File: src/rtl/alu_arbiter_41.sv
// Round-robin arbiter granting one of four requesters the shared ALU result path.
// Optional hold timeout compiled in with `define ALU_ARB_TIMEOUT_EN.
module alu_arbiter_41 #(
  parameter int unsigned MAX_HOLD = 8
) (
  input  logic       clk,
  input  logic       rst_n,
  input  logic [3:0] req,
  input  logic [3:0] done,
  output logic [3:0] gnt,
  output logic [1:0] sel,
  output logic       busy,
  output logic       timeout
);

  typedef enum logic [1:0] {
    ST_IDLE    = 2'd0,
    ST_GRANT   = 2'd1,
    ST_RELEASE = 2'd2
  } state_e;

  if (MAX_HOLD < 2 || MAX_HOLD > 255) begin : g_bad_max_hold
    $error("alu_arbiter_41: MAX_HOLD must be in 2..255");
  end

  state_e     state_q;
  logic [1:0] ptr_q;
  logic [3:0] gnt_q;
  logic [1:0] sel_q;

  logic       pick_valid;
  logic [1:0] pick_idx;
  logic [1:0] cand;
  logic       rel_normal;

  // Scan from the farthest offset down so the requester closest to ptr_q wins.
  always_comb begin
    // NOTE: every always_comb output gets a default first, otherwise a latch is inferred.
    pick_valid = 1'b0;
    pick_idx   = ptr_q;
    cand       = ptr_q;
    for (int i = 3; i >= 0; i--) begin
      cand = ptr_q + 2'(i);
      if (req[cand]) begin
        pick_valid = 1'b1;
        pick_idx   = cand;
      end
    end
  end

  // While granted, sel_q is the owner's index, so it addresses its handshake bits.
  assign rel_normal = done[sel_q] | ~req[sel_q];

`ifdef ALU_ARB_TIMEOUT_EN
  localparam logic [7:0] HOLD_LAST = 8'(MAX_HOLD - 1);
  logic [7:0] hold_q;
  logic       timeout_q;
`endif

  // NOTE: sequential state uses non-blocking assignments so all flops update together.
  always_ff @(posedge clk or negedge rst_n) begin
    if (!rst_n) begin
      state_q   <= ST_IDLE;
      ptr_q     <= 2'd0;
      gnt_q     <= 4'b0000;
      sel_q     <= 2'd0;
`ifdef ALU_ARB_TIMEOUT_EN
      hold_q    <= 8'd0;
      timeout_q <= 1'b0;
`endif
    end else begin
`ifdef ALU_ARB_TIMEOUT_EN
      timeout_q <= 1'b0;
`endif
      case (state_q)
        ST_IDLE: begin
          if (pick_valid) begin
            state_q <= ST_GRANT;
            gnt_q   <= 4'b0001 << pick_idx;
            sel_q   <= pick_idx;
`ifdef ALU_ARB_TIMEOUT_EN
            hold_q  <= 8'd0;
`endif
          end
        end
        ST_GRANT: begin
          if (rel_normal) begin
            state_q <= ST_RELEASE;
            gnt_q   <= 4'b0000;
            ptr_q   <= sel_q + 2'd1;
          end
`ifdef ALU_ARB_TIMEOUT_EN
          // A normal exit in the final allowed cycle wins, so no timeout is flagged.
          else if (hold_q == HOLD_LAST) begin
            state_q   <= ST_RELEASE;
            gnt_q     <= 4'b0000;
            ptr_q     <= sel_q + 2'd1;
            timeout_q <= 1'b1;
          end else begin
            hold_q <= hold_q + 8'd1;
          end
`endif
        end
        ST_RELEASE: state_q <= ST_IDLE;
        default:    state_q <= ST_IDLE;
      endcase
    end
  end

  assign gnt  = gnt_q;
  assign sel  = sel_q;
  assign busy = (state_q != ST_IDLE);

`ifdef ALU_ARB_TIMEOUT_EN
  assign timeout = timeout_q;
`else
  assign timeout = 1'b0;
`endif

endmodule

File: config.mk
export PLATFORM = sky130hd
export DESIGN_NAME = alu_arbiter_41
export DESIGN_NICKNAME = d
export VERILOG_FILES = /design/src/rtl/alu_arbiter_41.sv
export SDC_FILE = /design/constraint.sdc
export NUM_CORES = 1
export LEC_CHECK = 0
export CAP_MARGIN = 40
export CORE_UTILIZATION = 43
export CTS_CLUSTER_DIAMETER = 40
export DETAILED_ROUTE_END_ITERATION = 6
export PLACE_DENSITY_LB_ADDON = 0.08
export SYNTH_ARGS = -nofsm -noshare
export SYNTH_HDL_FRONTEND = slang
export SYNTH_SLANG_ARGS = --single-unit
File: constraint.sdc
create_clock -name clk -period 1.7 [get_ports clk]
set_input_delay 0.34 -clock clk [delete_from_list [all_inputs] [get_ports clk]]
set_output_delay 0.34 -clock clk [all_outputs]
set_load 0.01 [all_outputs]
=== Yosys cells after proc, flatten, opt, wreduce, memory -nomap -nowiden ===
Index checks and enable logic that the tools add are counted.
W data, S select, Z words.

* Register bits: 10
* Input port bits: 10
* Output and inout port bits: 8
* Logic and storage cells: 52

* $add $sub $neg: 4
* $lt $le $gt $ge: 5
* Eq/ne operators: 3
* Shifts and indexed selects: 1
* Multiplexer cells: 26
* Bitwise gates (word level): 2
* Reduce and logical (&&, ||, !) cells: 7

{| class="wikitable"
|+ Operator list
! operator !! count
|-
| $lt A2 B3 Y1 const B || 5
|-
| $bmux W1 S2 || 6
|-
| $mux W2 || 6
|-
| $mux W1 || 10
|-
| $mux W4 || 2
|-
| $pmux W4 S2 || 1
|-
| $reduce_and A2 Y1 || 3
|-
| $add A2 B1 Y2 const B || 2
|-
| $add A2 B2 Y2 const B || 2
|-
| $ne A2 B2 Y1 const B || 2
|-
| $pmux W2 S2 || 1
|-
| $reduce_bool A2 Y1 || 2
|-
| $shl A1 B2 Y4 const A || 1
|-
| $reduce_and A3 Y1 || 1
|-
| $eq A2 B1 Y1 const B || 1
|-
| $logic_not A2 Y1 || 1
|-
| $not A1 Y1 || 1
|-
| $or A1 B1 Y1 || 1
|}

=== Logic depth before layout (Yosys ltp) ===
* Word-level depth: 10
* Mapped depth: 4
* Gate-level depth less buffers: 4

=== Worst setup path before layout ===
OpenSTA, ideal clock, no wires.

* Kind: reg-to-reg
* From: register sel_q[0], in the netlist sel[0]
* To: register ptr_q[1]
* Setup time: 125 ps
* Arrival time: 1432 ps
* Required time: 1575 ps
* Slack: 143 ps
* Cell stages (with the launch flop): 5
* Path buffers: 0
* Period minus slack after synthesis: 1557 ps
* Cell sequence: dfrtp_1 > nor4b_1 > a41oi_1 > nand4_1 > mux2_2

* Cells in the longest elaborated chain, start to end: 5
* Elaborated cells between the ends (all ways): 8
* Classes of those cells: add/sub (1); mux (4); bitwise (2); reduce/logical (1)

{| class="wikitable"
|+ Ends and longest elaborated chain
! item !! RTL line !! RTL
|-
| start: declaration || 29 || <nowiki>logic [1:0] sel_q;</nowiki>
|-
| start signal: assignment || 80 || <nowiki>sel_q <= pick_idx;</nowiki>
|-
| $bmux W1 S2 || 52 || <nowiki>assign rel_normal = done[sel_q] | ~req[sel_q];</nowiki>
|-
| $mux W1 (not written as such) || 52 ||
|-
| $not A1 Y1 || 52 ||
|-
| $or A1 B1 Y1 || 52 ||
|-
| $reduce_and A2 Y1 (no line) || -- ||
|-
| end signal: assignment || 90 || <nowiki>ptr_q <= sel_q + 2'd1;</nowiki>
|-
| end: declaration || 27 || <nowiki>logic [1:0] ptr_q;</nowiki>
|}

Parallel ways exist; a longest one is shown, timed or not. The select of a mux whose other input is x is not followed.
A chain may end at the register's enable or synchronous reset.

=== Final worst setup path ===
* From: register sel_q[0], in the netlist sel[0]
* To: output sel[0]

{| class="wikitable"
|+ RTL lines
! item !! RTL line !! RTL
|-
| end: declaration || 11 || <nowiki>output logic [1:0] sel,</nowiki>
|}

No word-level cell between the ends.

==> run_results.csv <==
group,metric,value,unit
synth,synth_cells,57,
place,place_hpwl,1080,um
cts,numCtsBuffers,3,
synth,ys.flop_type,"dfrtp_1",
grt,track_usage,23.3,%
cells_and_area,final_area,887,um^2
synth,synth_seq_area_share,43.7,%
grt,grt_pass1_vias,528,
detailed_routing,vias,568,
cells_and_area,syn_to_final_growth,54.8,%
synth,syn_area,573,um^2
synth,async_flop_share,100,%
timing,setup_viol,0,
grt,grt_first_pass_wirelength,2310,um
run_status,status,"completed",
synth,synthDominantCellAreaShare,43.7,%
min_path,hp-class,"input pin to asynchronous set/reset pin",
setup_path,rr_worst_depth,5,
setup_path,crit_path_end_kind,"primary output",
floorplan,die_h,38.5,um
setup_path,path_class,"flip-flop to primary output",
cts,ctsRootBufferMaster,"clkbuf_4",
setup_path,path_cells,"buf_4, clkdlybuf4s50_1",
detailed_routing,route.detailed.drc,0,
cells_and_area,drive_gt1_share,26.4,%
detailed_routing,wl_per_cell,14.5,um
place,placed_cell_area,818,um^2
setup_path,worstPathMaxFanout,4,
detailed_routing,drt-initial-drc-count,16,
grt,grt_max_degree,11,
detailed_routing,dr.pass1.iters,4,
synth,yosys.cell_types.count,29,
cts,cts_buffer_depth,2,
floorplan,initial_core_util,48.9,%
setup_path,start_kind,"flip-flop",
synth,ys_ff_latch,10,
detailed_routing,ant_nets,0,
floorplan,die_w,38.5,um
job,cap_violations,0,
timing,period_needed,1630,ps
power,leakage,0.000427,uW
timing,clock-skew-final,16.3,ps
cts,clock-sinks,10,
setup_path,worst_ep_required_time,1360,ps
place,gp_congestion,0.828,
synth,syn_area_per_cell,10.1,um^2
floorplan,core_area,1170,um^2
synth,synth_edf_count,0,
synth,syn-num-nets,67,
setup_path,worst-endpoint-arrival,1290,ps
grt,grt_overflow,0,
cts,cts_tree,"done",
synth,synthTopCellsByCount,"10 x dfrtp_1, 5 x inv_1, 5 x nand2_1, 5 x nor2_1",
floorplan,die_area,1480,um^2
cts,clkTransAtPathRegs,80,ps
power,p_per_area,1680,nW/um^2
synth,yosysMostFrequentCell,"dfrtp_1",
cts,clk_latency,270,ps
floorplan,io_pins,18,
cells_and_area,antennaDiodeCount,0,
synth,synth.area.top_cells,"dfrtp_1 44%, a41oi_4 4.8%, inv_1 3.3%",
cells_and_area,utilization,75.7,%
synth,yosysWarningCount,0,
grt,grt_antenna_before_repair,0,
detailed_routing,vias_per_cell,5.62,
timing,hold_violations,0,
detailed_routing,wl,1460,um
cts,cts_hold_buf,0,
cells_and_area,fin_nets,98,
setup_path,critical_path.slowest_cell,"clkdlybuf4s50_1",
timing,slew_viol_final,0,
timing,rsz0062_at_grt,"no",
place,numPortBuffers,16,
floorplan,fp-row-count,12,
timing,period_share,95.8,%
power,peakVddDrop,1.00,mV
setup_path,critPathMaxStageDelay,530,ps
synth,yosys.area.top_type,"dfrtp_1",
cts,h-tree-depth,1,
timing,max_freq,614,MHz
per-layer routing:
metal / vias to the layer above / GRT usage (%) / wire, um
met5: - / 0 / 0
met4: 0 / 3.45 / 21
met3: 2 / 10.5 / 93
met2: 21 / 37.9 / 687
met1: 272 / 28.8 / 659
li1: 273 / - / -
area by class of cell:
cell class | instances | area [um^2]
clock buffers | 4 | 36.3
fillers | 82 | 284
inverters | 5 | 18.8
multi-input cells | 41 | 310
flip-flops and latches | 10 | 251
well taps | 14 | 17.5
repair buffers | 27 | 253
logic make-up after synthesis:
| group | count (synthesis) | synth area share [%] |
|---|---|---|
| multiplexers | 2 | 3.71 |
| buffers and inverters | 6 | 4.59 |
| AO/OA/AOI/OAI | 18 | 26.9 |
| flip-flops | 10 | 43.7 |
| other | 1 | 0.654 |
| AND/OR/NAND/NOR | 19 | 19.0 |
| XOR/XNOR | 1 | 1.53 |
power by group:
part / total (uW) / leakage, uW / switching (uW) / internal (uW)
sequential: 458 / 0.000124 / 112 / 346
clock: 216 / 0.0000210 / 85.6 / 130
combinational: 820 / 0.000282 / 377 / 443
total: 1490 / 0.000427 / 575 / 919
critical path: cells and delay by family, from the launching register on:
family	cells	cell delay [ps]
buffers and inverters	2	670
flip-flops	1	350
stage by stage:
stage	total power, uW	hold WS, ps	std cells	setup slack [ps]	TNS (ps)
after floorplan	855	44.4	57	143	0
after global placement	1210	456	96	-238	-1410
after detailed placement	1230	469	96	-275	-1590
after CTS	1470	392	101	-1.97	-1.97
after global routing	1580	415	101	28.0	0
final	1490	373	101	71.0	0
what timing repair did:
| item | CTS | global route |
|---|---|---|
| cloned | 0 | 0 |
| setup endpoints to repair | 2 | 8 |
| resized for setup | 1 | 7 |
| setup buffers | 1 | 0 |
| pin swaps | 0 | 2 |
final timing paths:
path                       slack [ps]     end  startpoint
max                                70  sel[0]      sel[0]
min                               370  sel[0]       rst_n
max reg2reg                       120  gnt[2]      sel[1]
min reg2reg                       520  gnt[1]      gnt[1]
max in group asynchronous        1000  sel[1]       rst_n
min in group clk                  520  gnt[1]      gnt[1]
sequential cells by signal, summed over array words and instances, names as in the netlist:
name / count
gnt: 4
ptr_q: 2
sel: 2
state_q: 2
placed cells by master, fill, tap and decap left out, types with 3 or more instances in the layout:
cell             instances
clkdlybuf4s50_1         12
clkbuf_4                 3
nand2_1                  5
buf_4                   11
dfrtp_1                  9
dlymetal6s2s_1           4
nor2_1                   4
inv_1                    5
Note: power is estimated with default switching activity, not from simulation.
